==> src/rtl/score_ram_scheduler.sv <==
// Score RAM scheduler: arbitrates the single-port user-score RAM between the
// game FSM write-back port and the score-browse reader that feeds the hex display.
// Write-back always wins; a browse read blocked by a write is remembered (one deep)
// and issued as soon as the RAM is free again.
module score_ram_scheduler #(
  parameter int NUM_USERS  = 6,
  parameter int RAM_RD_LAT = 2,
  parameter int SCORE_W    = 8
) (
  input  logic               clk,
  input  logic               rst,
  input  logic               access_granted,
  input  logic               scoreRst,
  input  logic               ac_button,
  input  logic               wr_req,
  input  logic [2:0]         wr_userID,
  input  logic [SCORE_W-1:0] wr_score,
  output logic               wr_ack,
  output logic [2:0]         ram_addr,
  output logic               ram_we,
  output logic [SCORE_W-1:0] ram_wdata,
  input  logic [SCORE_W-1:0] ram_rdata,
  output logic [2:0]         userID,
  output logic [SCORE_W-1:0] currentUserScoreFromRam,
  output logic               score_valid,
  output logic               busy
);

  localparam int               CNT_W     = $clog2(RAM_RD_LAT + 1);
  localparam logic [CNT_W-1:0] LAST_CNT  = CNT_W'(RAM_RD_LAT);
  localparam logic [2:0]       LAST_USER = 3'(NUM_USERS - 1);

  typedef enum logic [1:0] {
    IDLE     = 2'd0,
    WRITE    = 2'd1,
    RD_ISSUE = 2'd2,
    RD_WAIT  = 2'd3
  } state_t;

  state_t             state_q, state_d;
  logic               access_q;
  logic               pending_q, pending_d;
  logic [CNT_W-1:0]   rd_cnt_q, rd_cnt_d;
  logic [2:0]         user_q, user_d;
  logic [SCORE_W-1:0] score_q, score_d;
  logic               valid_q, valid_d;
  logic [2:0]         addr_q, addr_d;
  logic               we_q, we_d;
  logic [SCORE_W-1:0] wdata_q, wdata_d;
  logic               ack_q, ack_d;

  logic access_rise;
  logic access_fall;
  logic press;
  logic take_press;

  // A login edge overrides a press in the same cycle; a press is only taken when
  // no earlier request is still waiting, which keeps the backlog one deep.
  assign access_rise = access_granted & ~access_q;
  assign access_fall = ~access_granted & access_q;
  assign press       = access_granted & scoreRst & ac_button & ~access_rise;
  assign take_press  = press & ~pending_q;

  // State and datapath registers, all cleared by the synchronous active-low reset.
  always_ff @(posedge clk) begin
    if (!rst) begin
      state_q   <= IDLE;
      access_q  <= 1'b0;
      pending_q <= 1'b0;
      rd_cnt_q  <= '0;
      user_q    <= '0;
      score_q   <= '0;
      valid_q   <= 1'b0;
      addr_q    <= '0;
      we_q      <= 1'b0;
      wdata_q   <= '0;
      ack_q     <= 1'b0;
    end else begin
      state_q   <= state_d;
      access_q  <= access_granted;
      pending_q <= pending_d;
      rd_cnt_q  <= rd_cnt_d;
      user_q    <= user_d;
      score_q   <= score_d;
      valid_q   <= valid_d;
      addr_q    <= addr_d;
      we_q      <= we_d;
      wdata_q   <= wdata_d;
      ack_q     <= ack_d;
    end
  end

  // Next-state logic: writes beat reads in IDLE, and a logout aborts a read in flight.
  always_comb begin
    state_d = state_q;
    case (state_q)
      IDLE: begin
        if (wr_req)
          state_d = WRITE;
        else if ((pending_q && access_granted) || take_press)
          state_d = RD_ISSUE;
      end
      WRITE:    state_d = IDLE;
      RD_ISSUE: state_d = RD_WAIT;
      RD_WAIT:  if (rd_cnt_q == LAST_CNT) state_d = IDLE;
      default:  state_d = IDLE;
    endcase
    if (access_fall && (state_q == RD_ISSUE || state_q == RD_WAIT))
      state_d = IDLE;
  end

  // Output and datapath next values: RAM strobes, browse pointer, capture and backlog.
  // The backlog flag is cleared when a read is issued so a press that lands while
  // the read is in flight re-arms it; such a capture is then stale and stays invalid.
  always_comb begin
    pending_d = pending_q;
    rd_cnt_d  = rd_cnt_q;
    user_d    = user_q;
    score_d   = score_q;
    valid_d   = valid_q;
    addr_d    = addr_q;
    we_d      = 1'b0;
    wdata_d   = wdata_q;
    ack_d     = 1'b0;

    case (state_q)
      IDLE: begin
        if (wr_req) begin
          addr_d  = wr_userID;
          wdata_d = wr_score;
          we_d    = (wr_userID <= LAST_USER);
          ack_d   = 1'b1;
        end
      end
      WRITE: begin
        if (addr_q == user_q && access_granted) begin
          valid_d   = 1'b0;
          pending_d = 1'b1;
        end
      end
      RD_ISSUE: begin
        addr_d    = user_q;
        rd_cnt_d  = '0;
        pending_d = 1'b0;
      end
      RD_WAIT: begin
        if (rd_cnt_q == LAST_CNT) begin
          score_d = ram_rdata;
          valid_d = ~pending_q;
        end else begin
          rd_cnt_d = rd_cnt_q + 1'b1;
        end
      end
      default: ;
    endcase

    if (take_press) begin
      user_d  = (user_q == LAST_USER) ? 3'd0 : user_q + 3'd1;
      valid_d = 1'b0;
      if (state_q != IDLE || wr_req)
        pending_d = 1'b1;
    end

    if (access_rise) begin
      user_d    = 3'd0;
      valid_d   = 1'b0;
      pending_d = 1'b1;
    end

    if (access_fall) begin
      user_d    = 3'd0;
      valid_d   = 1'b0;
      pending_d = 1'b0;
      score_d   = score_q;
    end
  end

  assign wr_ack                  = ack_q;
  assign ram_addr                = addr_q;
  assign ram_we                  = we_q;
  assign ram_wdata               = wdata_q;
  assign userID                  = user_q;
  assign currentUserScoreFromRam = score_q;
  assign score_valid             = valid_q;
  assign busy                    = (state_q != IDLE);

endmodule

==> config.mk <==
export PLATFORM = sky130hd
export DESIGN_NAME = score_ram_scheduler
export DESIGN_NICKNAME = d
export VERILOG_FILES = /design/src/rtl/score_ram_scheduler.sv
export SDC_FILE = /design/constraint.sdc
export NUM_CORES = 1
export LEC_CHECK = 0
export ABC_CLOCK_PERIOD_IN_PS = 1900
export CAP_MARGIN = 30
export CORE_AREA = 3 3 63 65
export CTS_CLUSTER_SIZE = 24
export DETAILED_ROUTE_END_ITERATION = 7
export DIE_AREA = 0 0 66 68
export GPL_TIMING_DRIVEN = 0
export HOLD_SLACK_MARGIN = 0.05
export PLACE_DENSITY = 0.79
export SYNTH_ARGS = -nofsm -noshare
export SYNTH_HDL_FRONTEND = slang
export SYNTH_SLANG_ARGS = --single-unit
==> constraint.sdc <==
create_clock -name clk -period 1.9 [get_ports clk]
set_input_delay 0.285 -clock clk [delete_from_list [all_inputs] [get_ports clk]]
set_output_delay 0.285 -clock clk [all_outputs]
set_load 0.01 [all_outputs]
Word level (Yosys, flattened, before mapping)
Index checks and enable logic that the tools add are counted.

Flip-flop bits (word level): 31. Latch bits: 0. Bits in writable memories: 0. Bits in read-only memories: 0. Input port bits: 25. Output and inout bits: 26. Logic and storage cells: 78. Memories: 0.

$add $sub $neg: 2. Multiply operators: 0. Div/mod/pow operators: 0. Magnitude comparators: 1. Equality and inequality tests: 11. Shift operators: 0. Muxes and demuxes: 18. Bitwise logic cells: 12. Reduce and logical (&&, ||, !) cells: 23.

Operator list (count): AND reduction 2 bit (5); AND reduction 3 bit (3); 2-to-1 mux 2 bit (4); inequality test 2 bit, second input constant (4); one-hot mux 2 bit (4 select lines) (1); nonzero test 2 bit (4); 2-to-1 mux 1 bit (7); bitwise AND 1 bit (6); equality test 2 bit, second input constant (3); 2-to-1 mux 3 bit (2); inverter 1 bit (6); one-hot mux 3 bit (2 select lines) (1); one-hot mux 1 bit (2 select lines) (2); one-hot mux 2 bit (2 select lines) (1); OR reduction 2 bit (2); OR reduction 4 bit (1); adder 3 x 1 -> 3 bit, second input constant (1); equality test 3 bit (1); equality test 3 bit, second input constant (1); less-or-equal comparator 3 bit, second input constant (1); logical AND 1 bit (3); logical OR 1 bit (3); inequality test 3 bit, second input constant (1); OR reduction 3 bit (1); 3 further kinds (3).

Depth between registers and ports, before layout
Gate-level depths: netlist of run 1.

Depth in word-level cells: 9. Mapped depth: 7.

Least setup slack after synthesis of run 1
OpenSTA, ideal clock, no wires.

Path type: register to register. Start point: register state_q[0]. End point: register state_q[0]. Library setup time: 0.129 ns. Data arrival time: 1.432 ns. Path slack: 0.338 ns. Cell stages (with the launch flop): 8. Cell sequence: dfxtp_1 -> inv_1 -> ha_1 -> and2_1 -> buf_2 -> a21o_2 -> nand3b_1 -> nor3b_1.

Longest elaborated chain between the ends: 4.

Ends and longest elaborated chain: from (decl) (line 40) `state_t state_q, state_d;`; from (signal assigned) (line 79) `state_q <= state_d;`; equality test 2 bit (line 96, 108); logical OR 1 bit (line 108) `if (access_fall && (state_q == RD_ISSUE || state_q == RD_WAIT))`; logical AND 1 bit (line 108); OR reduction 2 bit (no source line).

Several ways; a longest one is shown, not always the timed one. A chain may end at the register's enable or synchronous reset.

Worst setup path after layout of run 1
Start point: register state_q[1]. End point: register state_q[0].

Same word-level chain as after synthesis.

==> results of run 1 <==
[worst max-delay path by stage]
stage	start	endpoint	slack, ns	depth (start not counted)
global route	state_q[1]	state_q[0]	0.06	7
CTS	state_q[1]	state_q[0]	0.20	7
global placement	access_granted	pending_q	0.10	5
floorplan	state_q[0]	state_q[0]	0.34	7
finish	state_q[1]	state_q[0]	0.19	7
detailed placement	access_granted	pending_q	0.07	5
[routing by layer]
layer  global-route usage [%]  routed length [um]  vias to the layer above
li1                         -                   -                      637
met3                     5.25                 191                        2
met2                     25.0                1490                       29
met1                     16.7                1340                      537
met4                     4.57                  15                        0
met5                        0                   0                        -
[worst min-delay path, cell delays in order, from the launching register on]
cell,delay (ns)
dfxtp_1,0.32
nand2_1,0.05
a21oi_1,0.05
[cells in the mapped netlist (all sizes together)]
library cell  number  area, sq um
and3               1         6.26
buf                2         12.5
inv                6         22.5
nand3b             1         7.51
nand4              2         12.5
nand2             21         78.8
nor3b              2         20.0
a21boi             1         7.51
a211oi             4         35.0
and2               3         18.8
dfxtp             31          621
o31ai              1         7.51
or2b               1         7.51
a21o               1         8.76
ha                 5         62.6
o211ai             1         12.5
a41oi              2         17.5
xnor2              4         35.0
clkbuf             3         11.3
nor2              22         82.6
o21ai              6         30.0
a21oi             11         55.1
mux2i             13          130
nor2b              5         31.3
or3                1         6.26
nand3              1         5.00
a211o              1         8.76
nand2b             2         12.5
[area by class of cell]
cell class	count	share of cell area (%)
multi-input cells	112	35.4
plain buffers	5	1.20
well taps	46	2.92
repair buffers	50	25.3
flip-flops and latches	31	31.5
clock inverters	1	0.253
inverters	6	1.14
clock buffers	7	2.28
[registers in the layout, summed over array words and instances, names as in the netlist]
name / cells
currentUserScoreFromRam: 8
ram_wdata: 8
ram_addr: 3
userID: 3
rd_cnt_q: 2
state_q: 2
access_q: 1
pending_q: 1
ram_we: 1
score_valid: 1
wr_ack: 1
[cells by family (layout without fill, tap and decap cells)]
| family | Yosys count | count (layout) | share of synthesized area (%) |
|---|---|---|---|
| and+or+nand+nor | 62 | 62 | 21.2 |
| DFF | 31 | 31 | 45.4 |
| buffers and inverters | 11 | 69 | 3.39 |
| AOI/OAI and AO/OA | 28 | 28 | 13.4 |
| muxes | 13 | 13 | 9.52 |
| xor gates and xnor gates | 4 | 4 | 2.56 |
| adders and majority gates | 5 | 5 | 4.58 |
[per-stage QoR]
stage	cell area (sq um)	hold WS (ns)
6_report	1970	0.456
4_1_cts	1970	0.459
5_1_grt	1970	0.478
2_1_floorplan	1370	0.391
3_3_place_gp	1920	0.441
3_5_place_dp	1920	0.447
[power by group]
part	switching, mW	total (mW)	internal (mW)
Clock	0.214	0.358	0.144
Combinational	0.385	0.757	0.372
Sequential	0.0690	0.817	0.748
==> impl_metrics.toml, run 1 <==
[status]
run_status = "completed"

[final_layout]
number_of_antenna_cells_inserted = 0
seq_area_sq_um = 622
layout.cells.most_common = "clkdlybuf4s50_1"
finalNonFillerCells = 258
fillCellCount = 306
multi_input_area_sq_um = 699
share_of_final_layout_standard_cells_stronger_than_drive_strength_1_pct = 6.13
utilization_pct = 58.3
fin_nets = 241
layout-area-overhead-vs-synth_pct = 44.5
mostFrequentLayoutCells = "49 x clkdlybuf4s50_1, 30 x dfxtp_1, 22 x nor2_1"

[drt]
remaining_antenna_violation_count = 0
avg_wl_per_cell_um = 11.8
routed-via-count = 1205
route.detailed.vias_per_inst = 4.67
drc = 0
detail_route.wirelength_um = 3040
drc_marker_count_from_the_first_detailed_route_iteration = 36
firstDrtPassIters = 4

[sta]
clock.fmax_mhz = 584
setup_slack_ns = 0.189
timing_worst_slew_pin_value_ns = 0.413
timing.final.hold_violations = 0
setup_total_negative_slack_ns = 0
min_period_ns = 1.71
period_share_pct = 90.0
rsz0062_at_grt = "no"
setup_violating_endpoint_count_in_the_final_report = 0
worst_clock_skew_ns = 0.00300
max-slew-margin-rel_pct = 72.4
final-max-slew-violation-count = 0

[clock_tree]
post_cts_buffers = 0
clk_pin_slew_worst_paths_ns = 0.09
cts_inserted_buffers = 5
clock_sinks = 31
cts_buffer_depth = 2
ctsHoldBuffers = 0
cts_tree = "built"
clock_insertion_delay_worst_skew_ns = 0.32
cts_max_level = 2
clockRootBuffer = "clkbuf_4"
cts.repair.resized = 2

[grt]
first_pass_grt_wire_length_um = 5020
grt_start_max_net_pins = 11
number_of_global_route_vias_before_repair = 1169
grt_antenna_before_repair = 0
grtUsageTotal_pct = 14.5
grt_remaining_overflow = 0

[power]
fin_total_pwr_mw = 1.93
pwr_density_cell_nw_per_um2 = 978
vdd_ir_drop_max_uv = 605
leakagePower_nw = 0.720

[floorplan]
die_height_um = 68
io_pins = 51
initial_core_utilization_pct = 40.3
floorplan.core_area_sq_um = 3390
floorplan.rows = 21
fp.dieW_um = 66
dieArea_sq_um = 4490

[synthesis]
yosys_register_bits = 31
synth.yosys.seq_area_share_pct = 45.4
number_of_distinct_library_cells_after_synthesis = 31
syn_inst = 154
yosysWarningCount = 0
netlist_area_sq_um = 1370
synthesis.nets = 184
syn_area_per_cell_sq_um = 8.87

[worst_setup_path]
ff2ff_setup_slack_ns = 0.19
cp_top_family = "simple AND/OR/NAND/NOR gates"
slowest_delay_ns = 0.37
critPathCaptureType = "flop"
cp.required_ns = 2.10
critical_path_class = "flop to flop"
reg2reg_to = "state_q[0]"
timing.critical_path.slowest_stage_cell = "dfxtp_1"
path_cells = "inv_1, ha_1, and2_1, buf_2, a21o_2, nand3b_1, nor3b_1"
startpoint_class_of_the_critical_path = "flop"
timing.rr.start = "state_q[1]"
critical_path_buf_inv_count = 2
r2r.worst_path.cells = 7
crit_arrival_ns = 1.91
worstPathMaxFanout = 9

[placement]
portBuffers = 50
gp_congestion = 0.822
place_worst_setup_slack_ns = 0.0725
place.detailed.instances = 250
detailedPlacementHpwl_um = 2310

[min_path]
hold-path-cell-count = 2
hold_path.startpoint = "ram_wdata[6]"
hold_path_class = "flop to flop"
min_to = "ram_wdata[6]"

[job]
cap_violations = 0
(Power assumes the default switching activity.)
==> run 2: changes to the inputs <==
- CORE_AREA: 3 3 63 65 -> 2 2 62 64
- DIE_AREA: 0 0 66 68 -> 0 0 64 66
==> impl_metrics.toml, run 2 (synthesis gave the netlist of run 1 again) <==
[grt]
grt.met2_usage_pct = 26.2
gr-usage-met1_pct = 18.5
first_pass_grt_wire_length_um = 5140
globalRoute.busiestLayer = "met2"
grtUsageTotal_pct = 15.8
global_route.usage.met3_pct = 5.96
grt_antenna_before_repair = 0
grt_start_max_net_pins = 11
grt_remaining_overflow = 0
number_of_global_route_vias_before_repair = 1201

[drt]
firstDrtPassIters = 4
drc_marker_count_from_the_first_detailed_route_iteration = 42
routed-via-count = 1211
avg_wl_per_cell_um = 11.0
detail_route.wirelength_um = 2850
drc = 0
remaining_antenna_violation_count = 0
route.detailed.vias_per_inst = 4.68

[clock_tree]
clockRootBuffer = "clkbuf_4"
cts_max_level = 2
cts_buffer_depth = 2
clk_pin_slew_worst_paths_ns = 0.09
cts_tree = "built"
cts_inserted_buffers = 5
clock_insertion_delay_worst_skew_ns = 0.32
clock_sinks = 31

[min_path]
hold_path_class = "flop to flop"

[worst_setup_path]
startpoint_class_of_the_critical_path = "flop"
critical_path_class = "flop to flop"
worstPathMaxFanout = 9
cp.required_ns = 2.10
ff2ff_setup_slack_ns = 0.22
crit_arrival_ns = 1.88
critPathCaptureType = "flop"

[final_layout]
utilization_pct = 56.3
layout-area-overhead-vs-synth_pct = 46.2
fin_nets = 241
share_of_final_layout_standard_cells_stronger_than_drive_strength_1_pct = 6.16
number_of_antenna_cells_inserted = 0
layout.cells.most_common = "clkdlybuf4s50_1"
finalNonFillerCells = 259
mostFrequentLayoutCells = "49 x clkdlybuf4s50_1, 30 x dfxtp_1, 22 x nor2_1"

[power]
switching_share_pct = 32.4
internal_power_mw = 1.39
combPwrFrac_pct = 36.4
power.net_switching_mw = 0.666
pwr_density_cell_nw_per_um2 = 1030
pwr-share-clk_pct = 23.8
vdd_ir_drop_max_uv = 607
fin_total_pwr_mw = 2.06
leakagePower_nw = 0.729
sequentialPowerShare_pct = 39.8

[sta]
max-slew-margin-rel_pct = 71.4
final-max-slew-violation-count = 0
worst_clock_skew_ns = 0.00303
setup_total_negative_slack_ns = 0
worst_hold_slack_ns = 0.456
period_share_pct = 88.4
timing_worst_slew_pin_value_ns = 0.425
timing.final.hold_violations = 0
min_period_ns = 1.68
clock.fmax_mhz = 595
setup_violating_endpoint_count_in_the_final_report = 0
rsz0062_at_grt = "no"

[floorplan]
io_pins = 51
floorplan.core_area_sq_um = 3550
die_height_um = 66
fp.dieW_um = 64
initial_core_utilization_pct = 38.5
floorplan.rows = 22
dieArea_sq_um = 4220

[placement]
portBuffers = 50
place.detailed.instances = 252
detailedPlacementHpwl_um = 2140
gp_congestion = 0.794

[job]
cap_violations = 0

[status]
run_status = "completed"
## run 2: per-layer routing
metal	wire [um]	part of all wire (%)	vias to the layer above
met5	0	0	-
met4	44	1.5	0
li1	-	-	631
met1	1320	46	546
met3	149	5.2	5
met2	1340	47	29
## run 2: path summary, 6_finish.rpt
path	end	cells past startpoint	start
max	state_q[0]	7	state_q[0]
max reg2reg	state_q[0]	7	state_q[0]
min	ram_wdata[3]	2	ram_wdata[3]
min reg2reg	ram_wdata[3]	2	ram_wdata[3]
## run 2: layout make-up
type / instances / area [sq um]
Multi-Input combinational cell: 112 / 699
Tap cell: 48 / 60.1
Timing Repair Buffer: 50 / 499
Fill cell: 328 / 1550
Sequential cell: 31 / 622
Clock buffer: 6 / 41.3
Inverter: 6 / 22.5
Clock inverter: 1 / 30.0
Buffer: 5 / 23.8
## run 2: power groups by stage
stage / sequential [mW] / combinational (mW) / clock (mW)
2_1_floorplan: 0.852 / 0.432 / 0
3_3_place_gp: 0.829 / 0.759 / 0
3_5_place_dp: 0.831 / 0.763 / 0
4_1_cts: 0.819 / 0.758 / 0.502
5_1_grt: 0.835 / 0.847 / 0.540
6_report: 0.819 / 0.748 / 0.490
## run 2: repair_timing
item	4_1_cts	5_1_grt
setup buffers	0	0
hold buffers	0	0
setup endpoints to repair	1	0
resized for setup	2	0
## run 2: stage by stage
stage | worst slack, ns | area, sq um
2_1_floorplan | 0.338 | 1370
3_3_place_gp | 0.111 | 1930
3_5_place_dp | 0.106 | 1930
4_1_cts | 0.214 | 2000
5_1_grt | 0.106 | 2000
6_report | 0.220 | 2000
## run 2: critical path, cell delays in order, from the launching register on
cell and delay (ns):
dfxtp_2 0.37, inv_1 0.07, ha_1 0.24, and2_1 0.17
buf_2 0.17, a21o_2 0.25, nand3b_1 0.16, nor3b_1 0.14
